File: src/rtl/seg7_reader_if.sv
// seg7_reader_if: decoded-digit stream with valid/ready handshake and status pulses.
interface seg7_reader_if;
    logic [3:0] digit;
    logic       digit_valid;
    logic       digit_ready;
    logic       err;
    logic       ovr;
    modport master (output digit, digit_valid, err, ovr, input digit_ready);
    modport slave  (input digit, digit_valid, err, ovr, output digit_ready);
endinterface

File: src/rtl/seg7_reader.sv
// seg7_reader: debounces active-low 7447 segment lines and decodes stable patterns
// back to 4-bit codes behind a one-entry valid/ready holding register.
module seg7_reader #(
    parameter int STABLE_CYCLES = 4
) (
    input  logic             clk,
    input  logic             rst_n,
    input  logic [6:0]       seg_n,
    seg7_reader_if.master    out
);
    localparam int CW = $clog2(STABLE_CYCLES + 1);
    localparam logic [0:0] EMPTY = 1'b0;
    localparam logic [0:0] FULL  = 1'b1;

    logic [6:0]    seg_q;
    logic [CW-1:0] cnt;
    logic [0:0]    state;
    logic [0:0]    state_nxt;
    logic [3:0]    digit;
    logic [3:0]    code;
    logic          code_ok;
    logic          same;
    logic          accept;
    logic          acc_ok;
    logic          hs;
    logic          load;
    logic          err;
    logic          ovr;

    always_comb begin
        code    = 4'd0;
        code_ok = 1'b1;
        case (seg_n)
            7'h01: code = 4'd0;
            7'h4F: code = 4'd1;
            7'h12: code = 4'd2;
            7'h06: code = 4'd3;
            7'h4C: code = 4'd4;
            7'h24: code = 4'd5;
            7'h60: code = 4'd6;
            7'h0F: code = 4'd7;
            7'h00: code = 4'd8;
            7'h0C: code = 4'd9;
            7'h72: code = 4'd10;
            7'h66: code = 4'd11;
            7'h5C: code = 4'd12;
            7'h34: code = 4'd13;
            7'h70: code = 4'd14;
            7'h7F: code = 4'd15;
            default: code_ok = 1'b0;
        endcase
    end

    // cnt saturates at STABLE_CYCLES, so the accept compare hits only once per run
    always_comb begin
        same      = seg_n == seg_q;
        accept    = same && (cnt == CW'(STABLE_CYCLES - 1));
        acc_ok    = accept && code_ok;
        hs        = (state == FULL) && out.digit_ready;
        load      = acc_ok && ((state == EMPTY) || out.digit_ready);
        state_nxt = acc_ok ? FULL : (hs ? EMPTY : state);
    end

    always_ff @(posedge clk or negedge rst_n) begin
        if (!rst_n) begin
            seg_q <= 7'h7F;
            cnt   <= '0;
            state <= EMPTY;
            digit <= 4'd0;
            err   <= 1'b0;
            ovr   <= 1'b0;
        end else begin
            seg_q <= seg_n;
            cnt   <= !same ? '0 : (cnt < CW'(STABLE_CYCLES) ? cnt + 1'b1 : cnt);
            state <= state_nxt;
            digit <= load ? code : digit;
            err   <= accept && !code_ok;
            ovr   <= acc_ok && (state == FULL) && !out.digit_ready;
        end
    end

    assign out.digit       = digit;
    assign out.digit_valid = state == FULL;
    assign out.err         = err;
    assign out.ovr         = ovr;
endmodule

File: src/flat_wrapper.sv
// flat-port wrapper written by rule: the top's interface ports become plain ports
module seg7_reader_flat 
#(
    parameter int STABLE_CYCLES = 4
)
  (clk, rst_n, seg_n, out_digit, out_digit_valid, out_err, out_ovr, out_digit_ready);
  seg7_reader_if out_i ();
  input  logic clk;
  input  logic rst_n;
  input  logic [6:0] seg_n;
  output wire logic [$bits(out_i.digit)-1:0] out_digit;
  output wire logic [$bits(out_i.digit_valid)-1:0] out_digit_valid;
  output wire logic [$bits(out_i.err)-1:0] out_err;
  output wire logic [$bits(out_i.ovr)-1:0] out_ovr;
  input wire logic [$bits(out_i.digit_ready)-1:0] out_digit_ready;
  assign out_digit = out_i.digit;
  assign out_digit_valid = out_i.digit_valid;
  assign out_err = out_i.err;
  assign out_ovr = out_i.ovr;
  assign out_i.digit_ready = out_digit_ready;
  seg7_reader #(.STABLE_CYCLES(STABLE_CYCLES)) u_core (.clk(clk), .rst_n(rst_n), .seg_n(seg_n), .out(out_i));
endmodule
File: config.mk
export PLATFORM = sky130hd
export DESIGN_NAME = seg7_reader_flat
export DESIGN_NICKNAME = d
export VERILOG_FILES = /design/src/rtl/seg7_reader_if.sv /design/src/rtl/seg7_reader.sv /design/src/flat_wrapper.sv
export SDC_FILE = /design/constraint.sdc
export NUM_CORES = 1
export LEC_CHECK = 0
export CORE_AREA = 10 10 56 58
export CTS_BUF_LIST = sky130_fd_sc_hd__clkbuf_16
export DETAILED_ROUTE_END_ITERATION = 12
export DIE_AREA = 0 0 66 68
export PLACE_DENSITY = 0.78
export SLEW_MARGIN = 20
export SYNTH_ARGS = -nofsm -noshare
export SYNTH_HDL_FRONTEND = slang
export SYNTH_SLANG_ARGS = --single-unit
File: constraint.sdc
create_clock -name clk -period 5.4 [get_ports clk]
set_input_delay 1.62 -clock clk [delete_from_list [all_inputs] [get_ports clk]]
set_output_delay 1.62 -clock clk [all_outputs]
set_load 0.02 [all_outputs]
==> results_dict.tcl <==
set metrics [dict create \
    rows 17 \
    fin_setup_tns_ns 0 \
    wl_mm 2.21 \
    clock-root-buffer "clkbuf_16" \
    boundaryPins 17 \
    p_leak_nw 0.512 \
    ys.flop_type "dfrtp_1" \
    htree_levels 1 \
    fin_nets 130 \
    drtIter0Drc 25 \
    ys_async_sr_fraction 1.00 \
    seqCellArea_um2 434 \
    antenna_cells 0 \
    hp-class "reg2reg" \
    tritoncts "built" \
    rsz0062_at_grt "false" \
    final.min_clock_period_ns 3.79 \
    synth_edf_count 0 \
    relSlewSlack 0.488 \
    grt_pass1_vias 808 \
    gp_congestion 0.800 \
    fin_util 0.641 \
    drt-wirelength-per-cell_um 15.2 \
    io_buffers 16 \
    syn_area_um2 1130 \
    vias 816 \
    clk_pin_slew_ns 0.05 \
    hold_buffers 0 \
    clock_latency_ns 0.25 \
    place_ws_ns 1.37 \
    setup-violations-final 0 \
    nFillCells 161 \
    final_common_cell "clkdlybuf4s50_1" \
    worstPathMaxFanout 17 \
    final_max_slew_viol_count 0 \
    max_freq_mhz 264 \
    gr-total-overflow 0 \
    grt_max_degree 18 \
    arrival_ns 3.92 \
    worst_hold_slack_ns 0.486 \
    cp.required_ns 5.53 \
    numCtsBuffers 3 \
    clock-sinks 17 \
    area_growth_pct 19.5 \
    synth_nets 117 \
    die_width_um 66 \
    worst_slew_pin_slew_ns 0.766 \
    worstSetupEndpointType "flop" \
    netlist_instances 105 \
    yosys_warnings 0 \
    cts_resized 0 \
    startpoint_type "primary input" \
    synth_cell_type_count 47 \
    cts_setup_buffers 0 \
    placed_cells 141 \
    outcome "finished, final reports clean" \
    setup_ws_ns 1.61 \
    syn_area_per_cell_um2 10.7 \
    fp.dieArea_um2 4490 \
    ys_ff_latch 17 \
    start_util 0.536 \
    drtPass1Iterations 4 \
    final_cells 145 \
    drc_errors 0 \
    synth_seq_area_share 0.385 \
    viasPerCell 5.63 \
    powerDensity_nw_per_um2 242 \
    hold_violations 0 \
    path_class "in2reg" \
    ant_nets 0 \
    cts_buffer_depth 2 \
    grt_antenna_before_repair 0 \
    vdd_drop_max_uv 224 \
    core_area_um2 2110 \
    multiInputGateArea_um2 628 \
    maxCapViolCount 0 \
    finClkSkew_ns 0.00163 \
    fin_crit_sh 0.701 \
    grt_use_total 0.106 \
    layout_common_cells "16 x clkdlybuf4s50_1, 10 x dfrtp_1, 9 x xnor2_1" \
    grt_pass1_wl_mm 3.74 \
    dieHeight_um 68 \
    layout-drive-gt1-share 0.205 \
]
==> through the flow <==
stage          area (um2)  power, W
6_report             1350  0.000327
3_3_place_gp         1270  0.000180
4_1_cts              1350  0.000329
2_1_floorplan        1130  0.000168
3_5_place_dp         1270  0.000181
5_1_grt              1350  0.000340
==> synth_stat cells (3+ instances only) <==
master / count / share of area
dfrtp_1: 10 / 0.22
xnor2_1: 9 / 0.070
dfstp_2: 7 / 0.16
nand2_1: 6 / 0.020
buf_2: 5 / 0.022
nor2_1: 5 / 0.017
a21oi_1: 3 / 0.013
inv_1: 3 / 0.010
nand2b_1: 3 / 0.017
nor3_1: 3 / 0.013
o21ai_0: 3 / 0.013
xor2_1: 3 / 0.023
==> routing by layer <==
layer  routed length [um]  part of all wire  track usage  vias up
li1                     -                 -            -      401
met1                 1040              0.47        0.130      388
met2                 1000              0.45        0.175       24
met3                  137             0.062       0.0277        3
met4                   25             0.011       0.0393        0
met5                    0                 0            0        -
==> logic make-up after synthesis <==
logic type | count (synthesis) | share of synthesized area
buf+inv | 11 | 0.0588
simple gates | 38 | 0.241
xor+xnor | 12 | 0.0931
fa+ha+maj | 2 | 0.0222
compound gates | 21 | 0.155
mux | 4 | 0.0455
flops | 17 | 0.385
==> power by group <==
part           switching [W]   total, W  internal (W)
clock              0.0000485   0.000148     0.0000991
combinational      0.0000269  0.0000456     0.0000187
sequential        0.00000122   0.000134      0.000133
==> final cells by class <==
class	instances	share of cell area
Tap cell	28	0.0260
Clock inverter	1	0.00371
Timing Repair Buffer	16	0.119
Multi-Input combinational cell	77	0.466
Sequential cell	17	0.322
Inverter	3	0.00835
Clock buffer	3	0.0557
==> worst paths after layout <==
| path | from | to | slack (ns) | cells past startpoint |
|---|---|---|---|---|
| setup / recovery | seg_n[3] | u_core.out.digit[3] | 1.61 | 6 |
| hold / removal | u_core.out.digit[0] | u_core.out.digit[0] | 0.49 | 1 |
| setup reg to reg | u_core.seg_q[0] | u_core.out.digit[3] | 3.52 | 6 |
| hold reg to reg | u_core.out.digit[0] | u_core.out.digit[0] | 0.49 | 1 |
| max in group asynchronous | rst_n | u_core.cnt[2] | 3.15 | 1 |
| min in group asynchronous | rst_n | u_core.out.ovr | 1.80 | 1 |
==> state kept, by name, summed over array words and instances, names as in the netlist <==
register / cells
u_core.cnt: 3
u_core.out.err: 1
u_core.out.digit_valid: 1
u_core.seg_q: 7
u_core.out.ovr: 1
u_core.out.digit: 4
==> critical path, cell delays in order <==
cell	delay (ns)
clkdlybuf4s50_1	0.97
xor2_1	0.22
nor4_4	0.43
nand3_2	0.16
o21bai_4	0.21
mux2_4	0.30
Note: power is estimated with default switching activity, not from simulation.
